## src/rtl/castle_move_checker_pkg.sv

```systemverilog
// Shared constants, types and square helpers for the castling validator.
package castle_move_checker_pkg;

    localparam int NUM_BOARDS = 12;
    localparam int SQ_COUNT   = 64;
    localparam int POS_W      = NUM_BOARDS * SQ_COUNT;

    // Piece-board indices: black pieces first, then white.
    localparam int BP = 0;
    localparam int BN = 1;
    localparam int BB = 2;
    localparam int BR = 3;
    localparam int BQ = 4;
    localparam int BK = 5;
    localparam int WP = 6;
    localparam int WN = 7;
    localparam int WB = 8;
    localparam int WR = 9;
    localparam int WQ = 10;
    localparam int WK = 11;

    typedef enum logic [1:0] {
        SIDE_NONE,
        SIDE_KING,
        SIDE_QUEEN
    } castleSide_t;

    // Square index y*8+x, so bit 0 is a1 and bit 63 is h8.
    function automatic logic [5:0] sq(input logic [2:0] x, input logic [2:0] y);
        return {y, x};
    endfunction

    function automatic logic onBoard(input int x, input int y);
        return (x >= 0) && (x < 8) && (y >= 0) && (y < 8);
    endfunction

endpackage

```

## src/rtl/castle_move_checker_attack_set_gen.sv

```systemverilog
// Combinational map of every square attacked by the side not to move.
module attack_set_gen
    import castle_move_checker_pkg::*;
(
    input  logic [POS_W-1:0]    i_position,
    input  logic                i_color,
    output logic [SQ_COUNT-1:0] o_attack
);

    // Walk every enemy piece and mark its pawn, leaper and sliding-ray targets.
    always_comb begin : attackGen
        logic [SQ_COUNT-1:0] occ;
        logic [SQ_COUNT-1:0] pawns;
        logic [SQ_COUNT-1:0] knights;
        logic [SQ_COUNT-1:0] diagSliders;
        logic [SQ_COUNT-1:0] orthSliders;
        logic [SQ_COUNT-1:0] kings;
        int                  x;
        int                  y;
        int                  nx;
        int                  ny;
        int                  pawnDy;
        logic                blocked;
        logic                isDiag;

        o_attack = '0;
        occ      = '0;
        x        = 0;
        y        = 0;
        nx       = 0;
        ny       = 0;
        blocked  = 1'b0;
        isDiag   = 1'b0;
        for (int k = 0; k < NUM_BOARDS; k++) begin
            occ = occ | i_position[k*SQ_COUNT +: SQ_COUNT];
        end

        if (i_color) begin
            pawns       = i_position[BP*SQ_COUNT +: SQ_COUNT];
            knights     = i_position[BN*SQ_COUNT +: SQ_COUNT];
            diagSliders = i_position[BB*SQ_COUNT +: SQ_COUNT] | i_position[BQ*SQ_COUNT +: SQ_COUNT];
            orthSliders = i_position[BR*SQ_COUNT +: SQ_COUNT] | i_position[BQ*SQ_COUNT +: SQ_COUNT];
            kings       = i_position[BK*SQ_COUNT +: SQ_COUNT];
            pawnDy      = -1;
        end else begin
            pawns       = i_position[WP*SQ_COUNT +: SQ_COUNT];
            knights     = i_position[WN*SQ_COUNT +: SQ_COUNT];
            diagSliders = i_position[WB*SQ_COUNT +: SQ_COUNT] | i_position[WQ*SQ_COUNT +: SQ_COUNT];
            orthSliders = i_position[WR*SQ_COUNT +: SQ_COUNT] | i_position[WQ*SQ_COUNT +: SQ_COUNT];
            kings       = i_position[WK*SQ_COUNT +: SQ_COUNT];
            pawnDy      = 1;
        end

        for (int s = 0; s < SQ_COUNT; s++) begin
            x = s % 8;
            y = s / 8;

            if (pawns[6'(s)]) begin
                for (int dx = -1; dx <= 1; dx += 2) begin
                    nx = x + dx;
                    ny = y + pawnDy;
                    if (onBoard(nx, ny)) o_attack[sq(3'(nx), 3'(ny))] = 1'b1;
                end
            end

            for (int dy = -2; dy <= 2; dy++) begin
                for (int dx = -2; dx <= 2; dx++) begin
                    nx = x + dx;
                    ny = y + dy;
                    if (onBoard(nx, ny)) begin
                        if (knights[6'(s)] && ((dx * dy == 2) || (dx * dy == -2)))
                            o_attack[sq(3'(nx), 3'(ny))] = 1'b1;
                        if (kings[6'(s)] && (dx >= -1) && (dx <= 1) && (dy >= -1) && (dy <= 1) &&
                            !((dx == 0) && (dy == 0)))
                            o_attack[sq(3'(nx), 3'(ny))] = 1'b1;
                    end
                end
            end

            for (int dy = -1; dy <= 1; dy++) begin
                for (int dx = -1; dx <= 1; dx++) begin
                    isDiag = (dx != 0) && (dy != 0);
                    if (!((dx == 0) && (dy == 0)) &&
                        ((isDiag && diagSliders[6'(s)]) || (!isDiag && orthSliders[6'(s)]))) begin
                        blocked = 1'b0;
                        for (int step = 1; step < 8; step++) begin
                            nx = x + dx * step;
                            ny = y + dy * step;
                            if (!blocked && onBoard(nx, ny)) begin
                                o_attack[sq(3'(nx), 3'(ny))] = 1'b1;
                                if (occ[sq(3'(nx), 3'(ny))]) blocked = 1'b1;
                            end else begin
                                blocked = 1'b1;
                            end
                        end
                    end
                end
            end
        end
    end

endmodule

```

## config.mk

```make
export PLATFORM = sky130hd
export DESIGN_NAME = attack_set_gen
export DESIGN_NICKNAME = d
export VERILOG_FILES = /design/src/rtl/castle_move_checker_pkg.sv /design/src/rtl/castle_move_checker_attack_set_gen.sv
export SDC_FILE = /design/constraint.sdc
export NUM_CORES = 1
export LEC_CHECK = 0
export CAP_MARGIN = 20
export CORE_AREA = 2 2 323 325
export DETAILED_ROUTE_END_ITERATION = 7
export DIE_AREA = 0 0 325 327
export PLACE_DENSITY = 0.35
export SLEW_MARGIN = 20
export SYNTH_ARGS = -nofsm -noshare
export SYNTH_HDL_FRONTEND = slang
export SYNTH_SLANG_ARGS = --single-unit --ignore-timing --ignore-initial --compat-mode --unroll-limit 50000
```

## constraint.sdc

```tcl
create_clock -name vclk -period 2.68
set_input_delay 0.268 -clock vclk [all_inputs]
set_output_delay 0.268 -clock vclk [all_outputs]
set_load 0.01 [all_outputs]
```

==> run_results.csv <==
group,metric,value,unit
worst_setup_path,critPathLaunchType,"input port",
routing,drc_errors,0,
synth,syn-num-nets,1952,
finish,fin_cells,4105,
global_routing,grt_pass1_vias,18459,
finish,seq_area,0,um2
synth,yosysWarnings,0,
global_routing,antenna_found_initial,44,
timing,max_slew.worst_pin.slew,0.700,ns
timing,slew_headroom,53.3,%
power,ir_drop,0.0000654,V
worst_setup_path,worstPathArrival,2.77,ns
worst_setup_path,worstPathRequired,2.41,ns
timing,fin_ws,-0.363,ns
routing,firstDrtPassIters,5,
timing,finalSetupViolations,35,
synth,synth-seq-area-share,0,%
placement,portBuffers,735,
worst_setup_path,critPathLaunch,"i_color",
worst_setup_path,slowest_stage,"or4_4",
placement,placed_area,21500,um2
timing,slew_viol_final,0,
global_routing,grt_max_degree,16,
finish,postLayoutCoreUtil,25.9,%
finish,nNetsFinal,3488,
outcome,status,"finished, violations left",
placement,place_ws,-1.54,ns
global_routing,track_usage,21.5,%
floorplan,die_area,106000,um2
finish,nClkBuffers,0,
timing,rsz0062_at_grt,"true",
placement,dp_hpwl,108,mm
worst_setup_path,path_max_fanout,7,
synth,syn_inst,1183,
placement,dp.cells,3960,
min_path,min_from,"i_position[473]",
power,power,3.59,mW
run,drv_cap,0,
worst_setup_path,max_stage_delay,0.58,ns
floorplan,io-pin-count,833,
timing,fin_crit,3.04,ns
finish,mostFrequentLayoutCells,"705 x buf_4, 431 x clkdlybuf4s50_1, 147 x dlygate4sd2_1",
worst_setup_path,worstSetupEndpointType,"output port",
routing,vias_per_cell,4.35,
min_path,hold_path_class,"in2out",
routing,finalWirelength,121,mm
routing,drt_iter0_markers,1266,
synth,ys_types,79,
finish,design.seq.count,0,
outcome,violations,"setup timing",
timing,final-hold-violation-count,0,
finish,fin_area,26700,um2
routing,drtAntennaViolNets,0,
worst_setup_path,crit_chain,"clkbuf_16, buf_12, buf_6, buf_12, or3b_4, and2_4, a2111o_1, nand3_2, a21oi_4, or4_4, buf_6",
routing,num_vias,17858,
floorplan,rows,118,
finish,drive_gt1_share,53.3,%
floorplan,die_y,327,um
floorplan,dieWidth,325,um
global_routing,grt-ovfl-total,0,
worst_setup_path,path_class,"in2out",
synth,synth_area_per_cell,6.06,um2
power,p_leak,10.5,nW
power,power.density,135,nW/um2
floorplan,start_util,6.96,%
timing,fin_crit_sh,114,%
finish,final_common_cell,"buf_4",
timing,max_freq,329,MHz
synth,synth_area,7160,um2
placement,gp_congestion,0.964,
finish,syn2layout_area_growth,273,%
floorplan,core_area,103000,um2
global_routing,grt_pass1_wl,159,mm
routing,post_drt_wl_per_cell,29.4,um
[cell usage after synthesis, types with 8 or more instances]
cell type | number | area (um2)
or2_2 | 10 | 62.6
and4_1 | 21 | 184
nor2_1 | 146 | 548
o21ai_0 | 48 | 240
nand4_1 | 32 | 200
a2111oi_0 | 11 | 96.3
nor2b_1 | 10 | 62.6
nand2_1 | 67 | 251
a21oi_1 | 107 | 536
and3_1 | 13 | 81.3
o22ai_1 | 15 | 93.8
nor4_1 | 176 | 1100
or4_1 | 19 | 143
o2111ai_1 | 11 | 96.3
mux2i_1 | 12 | 120
o21bai_1 | 8 | 60.1
buf_6 | 13 | 146
clkbuf_1 | 13 | 48.8
o32ai_1 | 19 | 166
nor3b_1 | 18 | 135
or3_1 | 25 | 156
a21o_1 | 18 | 135
nand3_1 | 48 | 240
buf_2 | 16 | 80.1
nand2b_1 | 31 | 194
nor3_1 | 108 | 541
o31ai_1 | 11 | 82.6
o32a_1 | 14 | 140
inv_1 | 8 | 30.0
o211ai_1 | 11 | 82.6
[power breakdown]
part           switching (mW)  internal (mW)   total [mW]  leakage [nW]
sequential                  0              0            0             0
combinational            1.69           1.90         3.59          10.5
clock                       0    0.000000400  0.000000400     0.0000491
[cells by family (layout without fill, tap and decap cells)]
| group | Yosys count | after routing | share of synthesized area, % |
|---|---|---|---|
| and+or+nand+nor | 758 | 758 | 59.0 |
| AOI/OAI and AO/OA | 347 | 347 | 33.2 |
| buffers and inverters | 59 | 1593 | 4.94 |
| muxes | 19 | 19 | 2.78 |
| other | 0 | 8 | 0 |
[per-stage QoR]
| step | hold slack [ns] | setup TNS (ns) |
|---|---|---|
| floorplan | 0.710 | 0 |
| global placement | 1.47 | -74.50 |
| detailed placement | 1.47 | -65.35 |
| CTS | 1.23 | -6.53 |
| global route | 1.27 | -7.36 |
| finish | 1.24 | -5.56 |
[metal layers]
metal / global-route usage, % / vias to the layer above / part of all wire (%)
met5: 0 / - / 0.10
met4: 0.866 / 20 / 1.6
met3: 3.27 / 141 / 6.6
met2: 37.6 / 892 / 48
met1: 29.0 / 8821 / 44
li1: - / 7984 / -
[cell type report]
| class | count | area [um2] |
|---|---|---|
| Timing Repair Buffer | 1584 | 14500 |
| Fill cell | 11430 | 76200 |
| Inverter | 9 | 41.3 |
| Tap cell | 1380 | 1730 |
| Multi-Input combinational cell | 1124 | 10400 |
| Antenna cell | 8 | 20.0 |
[worst max-delay path, delay by kind of cell]
kind	cells	cell delay (ns)
AOI/OAI and AO/OA	2	0.52
buffers and inverters	5	0.68
and+or+nand+nor	4	1.29
[what timing repair did]
action | in CTS | in global routing
pin swaps | 217 | 187
resized for setup | 1150 | 384
setup endpoints to repair | 64 | 62
gates cloned | 4 | 1
setup buffers | 117 | 53
hold buffers | 0 | 0
[path summary, 6_finish.rpt]
kind / end / slack [ns] / cells past startpoint
worst max-delay path: o_attack[14] / -0.36 / 11
worst min-delay path: o_attack[40] / 1.24 / 5
Note: power is estimated with default switching activity, not from simulation.
